**src/rtl/rio_enable_sequencer.sv**
```systemverilog
// rio_enable_sequencer: supervises SPI link health and E-stop, staggers channel enables, latches faults
//   clk, rst_n          : system clock, asynchronous active-low reset
//   sync_in             : SPI transfer-complete level (asynchronous)
//   estop_in            : raw E-stop, active high (asynchronous)
//   host_enable         : per-channel enables requested by the host
//   host_clear          : fault-clear request, acted on at its rising edge
//   chan_enable         : gated per-channel enables
//   error               : high while in FAULT
//   estop_latched       : current fault was caused by the E-stop
//   timeout_flag        : link watchdog expired
//   state               : IDLE=00, ARM=01, RUN=10, FAULT=11
module rio_enable_sequencer #(
  parameter int CHANNELS     = 4,
  parameter int TIMEOUT      = 2700000,
  parameter int ARM_SYNCS    = 3,
  parameter int STAGGER      = 27000,
  parameter int ESTOP_FILTER = 270
) (
  input  logic                clk,
  input  logic                rst_n,
  input  logic                sync_in,
  input  logic                estop_in,
  input  logic [CHANNELS-1:0] host_enable,
  input  logic                host_clear,
  output logic [CHANNELS-1:0] chan_enable,
  output logic                error,
  output logic                estop_latched,
  output logic                timeout_flag,
  output logic [1:0]          state
);
  localparam int WW = $clog2(TIMEOUT + 1);
  localparam int AW = $clog2(ARM_SYNCS + 1);
  localparam int SW = $clog2(STAGGER + 1);
  localparam int EW = $clog2(ESTOP_FILTER + 1);
  localparam logic [WW-1:0] TO_MAX = WW'(TIMEOUT);
  localparam logic [AW-1:0] ARM_LAST = AW'(ARM_SYNCS - 1);
  localparam logic [SW-1:0] ST_LAST = SW'(STAGGER - 1);
  localparam logic [EW-1:0] EF_LAST = EW'(ESTOP_FILTER - 1);
  localparam logic [CHANNELS-1:0] ONE = CHANNELS'(1);
  typedef enum logic [1:0] {IDLE = 2'b00, ARM = 2'b01, RUN = 2'b10, FAULT = 2'b11} state_t;
  state_t              state_q;
  logic [2:0]          sync_q;
  logic                edge_d, edge_q;
  logic [WW-1:0]       wd_q, wd_d;
  logic [1:0]          es_sync_q;
  logic [EW-1:0]       es_cnt_q;
  logic                estop_q;
  logic [AW-1:0]       arm_cnt_q;
  logic [SW-1:0]       st_cnt_q;
  logic [CHANNELS-1:0] released_q, released_d;
  logic                hc_q;
  // The watchdog clears on the detected edge itself, so the FSM never sees a stale
  // timeout alongside the registered edge pulse that ended it.
  assign edge_d = sync_q[2:1] == 2'b01;
  assign wd_d = edge_d ? '0 : (wd_q == TO_MAX ? wd_q : wd_q + 1'b1);
  assign released_d = (released_q << 1) | ONE;
  assign state = state_q;
  always_ff @(posedge clk or negedge rst_n)
    if (!rst_n) begin
      sync_q       <= '0;
      edge_q       <= 1'b0;
      wd_q         <= '0;
      timeout_flag <= 1'b0;
      es_sync_q    <= '0;
      es_cnt_q     <= '0;
      estop_q      <= 1'b0;
    end else begin
      sync_q       <= {sync_q[1:0], sync_in};
      edge_q       <= edge_d;
      wd_q         <= wd_d;
      timeout_flag <= wd_d == TO_MAX;
      es_sync_q    <= {es_sync_q[0], estop_in};
      es_cnt_q     <= (es_sync_q[1] == estop_q || es_cnt_q == EF_LAST) ? '0 : es_cnt_q + 1'b1;
      if (es_sync_q[1] != estop_q && es_cnt_q == EF_LAST) estop_q <= ~estop_q;
    end
  always_ff @(posedge clk or negedge rst_n)
    if (!rst_n) begin
      state_q       <= IDLE;
      chan_enable   <= '0;
      error         <= 1'b0;
      estop_latched <= 1'b0;
      arm_cnt_q     <= '0;
      st_cnt_q      <= '0;
      released_q    <= '0;
      hc_q          <= 1'b0;
    end else begin
      hc_q <= host_clear;
      case (state_q)
        IDLE: begin
          chan_enable <= '0;
          if (estop_q || timeout_flag) arm_cnt_q <= '0;
          else if (edge_q && arm_cnt_q == ARM_LAST) begin
            arm_cnt_q   <= '0;
            st_cnt_q    <= '0;
            released_q  <= ONE;
            chan_enable <= host_enable & ONE;
            state_q     <= ARM;
          end else if (edge_q) arm_cnt_q <= arm_cnt_q + 1'b1;
        end
        ARM, RUN: begin
          if (estop_q || timeout_flag) begin
            state_q       <= FAULT;
            chan_enable   <= '0;
            error         <= 1'b1;
            estop_latched <= estop_q;
          end else if (state_q == RUN || released_q[CHANNELS-1]) begin
            state_q     <= RUN;
            chan_enable <= host_enable;
          end else if (st_cnt_q == ST_LAST) begin
            st_cnt_q    <= '0;
            released_q  <= released_d;
            chan_enable <= host_enable & released_d;
            state_q     <= released_d[CHANNELS-1] ? RUN : ARM;
          end else begin
            st_cnt_q    <= st_cnt_q + 1'b1;
            chan_enable <= host_enable & released_q;
          end
        end
        default: begin
          chan_enable <= '0;
          if (host_clear && !hc_q && !estop_q && !timeout_flag) begin
            state_q       <= IDLE;
            error         <= 1'b0;
            estop_latched <= 1'b0;
            arm_cnt_q     <= '0;
          end
        end
      endcase
    end
endmodule

```
**config.mk**
```make
export PLATFORM = sky130hd
export DESIGN_NAME = rio_enable_sequencer
export DESIGN_NICKNAME = d
export VERILOG_FILES = /design/src/rtl/rio_enable_sequencer.sv
export SDC_FILE = /design/constraint.sdc
export NUM_CORES = 1
export LEC_CHECK = 0
export ABC_AREA = 1
export CAP_MARGIN = 20
export CORE_AREA = 2 2 81 83
export DETAILED_ROUTE_END_ITERATION = 16
export DIE_AREA = 0 0 83 85
export PLACE_DENSITY = 0.86
export SYNTH_ARGS = -nofsm -noshare
export SYNTH_HDL_FRONTEND = slang
export SYNTH_SLANG_ARGS = --single-unit
```
**constraint.sdc**
```tcl
create_clock -name clk -period 3.67 [get_ports clk]
set_input_delay 0.734 -clock clk [delete_from_list [all_inputs] [get_ports clk]]
set_output_delay 0.734 -clock clk [all_outputs]
set_load 0.01 [all_outputs]
```
* Word-level counts from Yosys, hierarchy flattened
Index checks and enable logic that the tools add are counted.
** Operators by class
- Add/sub/neg operators :: 4
- Multipliers :: 0
- Divide/modulo/power cells :: 0
- Order comparisons :: 0
- Equal/unequal tests :: 18
- Shift-type cells :: 0
- Multiplexer cells :: 38
- Bitwise gates (word level) :: 5
- Reduce and logical (&&, ||, !) cells :: 22
** Operators with widths (count)
- $mux 15 :: 5
- $eq 22x22->1 const B :: 2
- $mux 22 :: 2
- $mux 4 :: 8
- $pmux 15 s2 :: 1
- $add 22x1->22 const B :: 1
- $mux 2 :: 10
- $pmux 4 s2 :: 2
- $add 15x1->15 const B :: 1
- $eq 15x15->1 const B :: 1
- $ne 2x2->1 const B :: 6
- $add 9x1->9 const B :: 1
- $eq 9x9->1 const B :: 1
- $mux 9 :: 1
- $and 4x4->4 :: 2
- $ne 4x4->1 const B :: 2
- $pmux 2 s2 :: 2
- $reduce_and 3->1 :: 2
- $reduce_and 6->1 :: 1
- $reduce_bool 2->1 :: 3
- $logic_and 1x1->1 :: 5
- $mux 1 :: 5
- $reduce_and 5->1 :: 1
- $eq 2x1->1 const B :: 2
- 12 further kinds :: 20
** Word-level totals
- Register bits :: 69
- Bits in latches :: 0
- RAM bits :: 0
- Memory bits (read-only) :: 0
- Word-level logic and storage cells :: 102
- Memories :: 0

* Longest topological paths before layout
Gate-level depths: netlist of the first run.
- Depth after elaboration :: 6
- Gate-level depth with buffers :: 14

* Least setup slack after synthesis of the first run
Ideal clock, no wire load.
- Path type :: reg2reg
- Start :: register state_q[0], in the netlist state[0]
- End :: register st_cnt_q[14]
- Setup time :: 0.071 ns
- Data arrival time :: 1.738 ns
- Required time :: 3.599 ns
- Setup slack :: 1.861 ns
- Stages on the path, launching flop included :: 14
- Cell sequence :: dfrtp_1 > inv_1 > ha_1 > buf_2 > o21ai_2 > nand2_2 > buf_6 > nor2_4 > nand2_2 > nor2_2 > nand2_1 > nand2_1 > o21ai_1 > nor2_1
** Between the ends
- Longest elaborated chain between the ends :: 4
- Elaborated cells on any way between the ends :: 12
** RTL lines
- start: declaration :: line 41 : state_t state_q;
- start signal: assignment :: line 113 : state_q <= released_d[CHANNELS-1] ? RUN : ARM;
- $eq 2x2->1 or $eq 2x1->1 (tied branches) :: line 88, 106
- $reduce_or 2->1 or $logic_or 1x1->1 (tied branches) :: line 88, 106
- $ne 2x2->1 (no source line) or $reduce_bool 2->1 (tied branches)
- $reduce_and 5->1 (no source line)
- end signal: assignment :: line 115 : st_cnt_q <= st_cnt_q + 1'b1;
- end: declaration :: line 49 : logic [SW-1:0] st_cnt_q;
Several ways; a longest one is shown, not always the timed one.
A chain may end at the register's enable or synchronous reset.

* Worst setup path after layout of the first run
- Start :: register state_q[1], in the netlist state[1]
- End :: register st_cnt_q[6]
Same word-level chain as after synthesis.

==> impl_results.md, run 1 <==
* Hold depth at 0
* CTS max path bufs at 2
* CTS Hold Bufs at 0
* Mapped Avg Cell Area at 7.39 µm²
* Initial antenna violation count at 0
* Most frequent CP cell: inv_1
* Top_reg_cell synth: dfrtp_1
* Worst r2r src: state[1]
* Total CTS buffers at 9
* Post-synth ARST share at 100%
* Setup TNS at 0 ns
* Switching power at 0.000379 W
* Area of the core at 0.00620 mm²
* # resized after CTS at 0
* Final antenna-violating net count at 0
* CP max stage cell: dfrtp_1
* Initial core utilization at 62.5%
* Highest clock rate at 0.435 GHz
* First-pass DRT Iterations at 5
* Tightest Pin Transition at 0.850 ns
* First-pass GRT wire length at 14.3 mm
* Sw Share at 24.9%
* LEAKAGE at 2.06 nW
* Post-DP HPWL at 6.00 mm
* Die area at 0.00706 mm²
* Post-route DRC at 0
* Share of the synthesized area in the top cell type at 44.6%
* Die width at 83 µm
* EDFF count, synth at 0
* Worst rel slew slack at 43.3%
* Crit path required time at 3.94 ns
* Clk pwr share at 40.5%
* Worst Setup SP: state[1]
* Ant diodes at 0
* Largest net degree at the start of global routing at 70
* Seq cells post-synth at 69
* Sequential share of the synthesized area at 44.6%
* HP Class: flip-flop to flip-flop
* GRT overflow at 0
* Clock Sinks at 69
* CP top delay family: simple AND/OR/NAND/NOR gates
* Vias in the first global route at 3256
* Share of power burned in registers at 52.5%
* Hold EP: es_sync_q[1]
* Clock slew seen by the registers of the worst setup and hold paths at 0.08 ns
* Post-synthesis cell area at 0.00387 mm²
* Crit-path cells: inv_1 > ha_1 > nand3_1 > o21ai_2 > nand2_2 > inv_2 > nand2_1 > inv_1 > a211oi_1
* FF-to-FF End: st_cnt_q[6]
* Port-buffer cells at 17
* Synth warn at 0
* Flop-to-flop setup slack at 1.37 ns
* Area Overhead vs Synth at 10.7%
* Worst hold start: es_sync_q[0]
* Inst Count DP at 611
* Cells after Synth at 524
* Total Power at 0.00152 W
* WP buf/inv at 3
* Via density at 5.47
* Internal at 0.00114 W
* Max incr delay on CP at 0.42 ns
* H-tree depth at 3
* Final Max Tran Viols at 0
* Startpoint Class: flip-flop
* Maximum Capacitance Violations at 0
* Cell variety after synth at 37
* Setup bufs post-CTS at 0
* Synth area leaders: dfrtp_1, nand2_1, inv_1, nor2_1, nand3_1
* Outcome: completed
* Fill count at 506
* Skew final at 0.0116 ns
* Final Core Density at 69.1%
* Endpoint class of the critical path: flip-flop
* Reg2Reg Depth at 9
* Row cnt at 29
* Die Y-Extent at 85 µm
* Final Non-Filler Cells at 626
* Skew-Pair Late Insertion Delay at 0.36 ns
* Synth cell count leaders: nand2_1, inv_1, nor2_1
* Most frequent cell after synthesis: nand2_1
* WL final at 8.26 mm
* Final Hold Fails at 0
* Pwr per Cell Area at 355 mW/mm²
* Root Buffer: clkbuf_8
* Detailed Route Iter0 Violations at 294
* Average wire per standard cell at 13.2 µm
* CTS tree: done
* Syn Nets at 541
* Comb power frac at 7.0%
* RD Place Congestion at 0.942
* DR vias at 3427
* Critical path class: flip-flop to flip-flop
* Final Setup Violations at 0
* Io pins at 18
* Fraction of layout cells with a size suffix above 1 at 6.01%
* Worst path arrival time at 2.56 ns
* RSZ-0062 raised after global routing: false
* Tcrit/Tclk final at 62.6%
* Tmin final at 2.30 ns
* Crit-path max FO at 14
* Net count, final at 562
* Dominant cell type by area after synthesis: dfrtp_1
* Peak supply drop at 0.315 mV
* Total GRT Usage at 24.8%
## cell type report
cell class / instances / area (µm²) / area share [%]
Timing Repair Buffer: 18 / 173 / 4.03
Tap cell: 77 / 96.3 / 2.25
Multi-Input combinational cell: 362 / 1780 / 41.5
Inverter: 85 / 322 / 7.50
Clock inverter: 4 / 48.8 / 1.14
Clock buffer: 11 / 141 / 3.30
Sequential cell: 69 / 1730 / 40.3
## per-stage QoR
| step | setup slack (ns) | hold WS, ns | cell area [µm²] |
|---|---|---|---|
| finish | 1.37 | 0.360 | 4290 |
| global route | 1.12 | 0.369 | 4290 |
| detailed placement | 1.36 | 0.338 | 4100 |
| CTS | 1.39 | 0.365 | 4290 |
| floorplan | 1.86 | 0.331 | 3870 |
| global placement | 1.51 | 0.334 | 4100 |
## flip-flops by register name, indices dropped and copies added, names as in the netlist, 2 cells and up
signal and cells:
arm_cnt_q 2, released_q 4, sync_q 3, st_cnt_q 15
wd_q 22, chan_enable 4, es_cnt_q 9, state 2
es_sync_q 2
## worst register-to-register path, stage by stage, from the launching register on
cell and delay [ns]:
dfrtp_1 0.42, inv_1 0.06, ha_1 0.42, nand3_1 0.17, o21ai_2 0.07, nand2_2 0.22
inv_2 0.12, nand2_1 0.37, inv_1 0.14, a211oi_1 0.23
## kinds of logic (layout without fill, tap and decap cells)
family,count (synthesis),after routing,synth area share [%]
compound gates,63,63,9.20
xor+xnor,6,6,1.36
fa+ha+maj,8,8,2.58
buf+inv,93,118,9.46
flops,69,69,44.6
simple gates,285,285,32.8
## power groups by stage
stage	Clock [W]	Sequential, W	Combinational [W]
after CTS	0.000624	0.000800	0.000106
after global placement	0	0.000815	0.000103
after floorplan	0	0.000811	0.0000643
final	0.000617	0.000800	0.000106
after detailed placement	0	0.000815	0.000106
after global routing	0.000655	0.000805	0.000121
## cell usage in the layout, fill, tap and decap left out, drive strengths merged
cell             n
and3             1
inv             85
and2             1
nor4             2
nand3b           2
nor3b            4
clkinv           3
nand3           48
a211oi           1
xnor2            2
clkdlybuf4s50   16
bufinv           1
buf              2
o22ai            3
clkbuf          11
o211ai           1
xor2             4
o21a             2
o21bai           2
or2              1
o21ai           27
o31ai            2
o41ai            1
a21oi           21
o32ai            1
nor3            10
nand2          115
a31oi            2
nand4           20
nor2            81
dfrtp           69
ha               8
## layer usage
metal,wire length [µm],vias up,GRT usage (%)
li1,-,1728,-
met1,3750,1588,32.8
met2,3960,100,41.3
met3,444,11,6.52
met4,99,0,5.81
met5,0,-,0
## how the worst max path moves through the flow
| stage | end | slack [ns] | depth (start not counted) |
|---|---|---|---|
| floorplan | st_cnt_q[14] | 1.86 | 13 |
| global placement | st_cnt_q[6] | 1.51 | 9 |
| detailed placement | st_cnt_q[6] | 1.36 | 9 |
| CTS | st_cnt_q[6] | 1.39 | 9 |
| global route | st_cnt_q[6] | 1.12 | 9 |
| finish | st_cnt_q[6] | 1.37 | 9 |
Power figures use the tool's default switching activity.
==> run 2: changes to the inputs <==
- CORE_AREA: 2 2 81 83 -> 2 2 87 89
- DIE_AREA: 0 0 83 85 -> 0 0 89 91
- PLACE_DENSITY: 0.86 -> 0.79
- clock period: 3.67 -> 1.95 ns (I/O delays scaled with it)
==> run 2 against run 1 <==
Via count rose by 1.5%. First-iteration DRC count fell by 27%. Global-route usage fell by 2.9 points. Setup slack got worse by 1.3 ns. Non-clock buffer count rose by 10. Combinational power rose by 110%. Clock skew fell by 0.0032 ns. Critical endpoint is now st_cnt_q[7]. Largest power group unchanged.
==> impl_results.md, run 2 (same netlist as run 1, synthesis figures left out) <==
* Largest regs: wd_q (22), st_cnt_q (15), es_cnt_q (9)
* Initial antenna violation count at 0
* Total CTS buffers at 9
* Maximum Capacitance Violations at 0
* Pwr per Cell Area at 649 mW/mm²
* WL final at 8.59 mm
* GRT overflow at 0
* HP Class: primary input to async pin
* Tmin final at 1.83 ns
* Post-route DRC at 0
* Final antenna-violating net count at 0
* Die width at 89 µm
* Worst path arrival time at 2.10 ns
* Crit-path max FO at 6
* Startpoint Class: flip-flop
* Tightest Pin Transition at 0.630 ns
* Crit path required time at 2.21 ns
* Most flop-heavy register: wd_q
* Worst rel slew slack at 57.7%
* Setup TNS at 0 ns
* Final Hold Fails at 0
* Row cnt at 31
* Initial core utilization at 54.3%
* Detailed Route Iter0 Violations at 216
* Crit-path cells: inv_1 > ha_2 > nor2_4 > nand3_1 > o21ai_2 > nand2_2 > inv_4 > nand2_2 > nor2_4 > and2_1 > nand2_1 > a21oi_1
* Most common cell after layout, fill and taps aside: nand2_1
* LEAKAGE at 2.10 nW
* Clock slew seen by the registers of the worst setup and hold paths at 0.07 ns
* Final Max Tran Viols at 0
* Root Buffer: clkbuf_8
* Via density at 5.29
* Port-buffer cells at 17
* Outcome: completed
* Highest clock rate at 0.545 GHz
* Critical path class: flip-flop to flip-flop
* Total Power at 0.00291 W
* Tcrit/Tclk final at 94.1%
* DR vias at 3478
* Most frequent cells in the layout: nand2_1, inv_1, nor2_1
* Average wire per standard cell at 13.1 µm
* Io pins at 18
* Die Y-Extent at 91 µm
* Pre-CTS setup slack at 0.0110 ns
* Net count, final at 573
* RD Place Congestion at 0.966
* Setup ws final at 0.115 ns
* Endpoint class of the critical path: flip-flop
* Area of the core at 0.00714 mm²
* Final Core Density at 62.8%
* CTS tree: done
* Placed Area at 0.00420 mm²
* Total GRT Usage at 21.9%
* First-pass GRT wire length at 14.1 mm
* Ant diodes at 0
* Skew-Pair Late Insertion Delay at 0.34 ns
* CTS Hold Bufs at 0
* Skew final at 0.00834 ns
* First-pass DRT Iterations at 4
* H-tree depth at 3
* Area Overhead vs Synth at 15.7%
* Fin area at 0.00448 mm²
* Max incr delay on CP at 0.37 ns
* Vias in the first global route at 3222
* Fraction of layout cells with a size suffix above 1 at 9.66%
* Clock Sinks at 69
* Final Setup Violations at 0
* Largest net degree at the start of global routing at 70
* Post-DP HPWL at 6.15 mm
* CP max stage cell: dfrtp_1
* Number of flip-flops in the largest register at 22
* Peak supply drop at 0.598 mV
* Die area at 0.00810 mm²
* CTS max path bufs at 2
==> run 2: cell types whose count changed in the layout (fill, tap and decap cells not counted), moves of 2 or more <==
cell	change
clkinvlp_4	+2
inv_1	-2
nor2_1	-4
dfrtp_2	+2
nor2_4	+3
clkinv_2	-2
ha_1	-2
clkbuf_8	+2
buf_4	+9
dfrtp_1	-2
==> run 2: timing repair <==
| item | in CTS | in global routing |
|---|---|---|
| cloned | 0 | 1 |
| endpoints found under the setup margin | 1 | 10 |
| gates resized for setup | 1 | 17 |
| setup buffers | 0 | 2 |
| pin swaps | 0 | 1 |
==> run 2: path summary, 6_finish.rpt <==
path,startpoint,to,slack [ns],cells past startpoint
max in group asynchronous,rst_n,wd_q[8],1.56,2
hold / removal,rst_n,arm_cnt_q[0],0.06,2
hold reg to reg,sync_q[0],sync_q[1],0.35,0
min in group clk,sync_q[0],sync_q[1],0.35,0
setup / recovery,state[0],st_cnt_q[7],0.12,12
setup reg to reg,state[0],st_cnt_q[7],0.12,12
==> run 2: routing by layer <==
layer / share of wire [%] / up-vias / routed length, µm / track usage, %
met4: 1.9 / 0 / 167 / 7.59
met1: 44 / 1600 / 3770 / 28.4
met2: 49 / 105 / 4250 / 35.3
met3: 4.8 / 17 / 412 / 5.73
met5: 0 / - / 0 / 0
li1: - / 1756 / - / -
==> run 2: layout make-up <==
| class | instances | area, µm² |
|---|---|---|
| well taps | 99 | 124 |
| clock inverters | 1 | 30.0 |
| repair buffers | 28 | 260 |
| inverters | 85 | 328 |
| repair inverters | 1 | 7.51 |
| clock buffers | 13 | 169 |
| fillers | 635 | 2660 |
| multi-input cells | 362 | 1830 |
| flip-flops and latches | 69 | 1730 |
==> run 2: where the power goes <==
part	total [W]	switching, W	internal (W)
clock network	0.00117	0.000486	0.000682
registers	0.00152	0.0000478	0.00147
logic	0.000218	0.000141	0.0000770
==> run 2: per-stage QoR <==
stage                     std cells  hold slack, ns
after global placement          641           0.332
after detailed placement        641           0.335
after floorplan                 524          0.0944
final                           658          0.0562
after global routing            658          0.0680
after CTS                       655          0.0722
==> run 2: worst max-delay path: cells and delay by family (launching register included) <==
kind,cells,cell delay (ns)
buf+inv,2,0.21
flops,1,0.37
fa+ha+maj,1,0.22
compound gates,2,0.22
simple gates,7,0.73
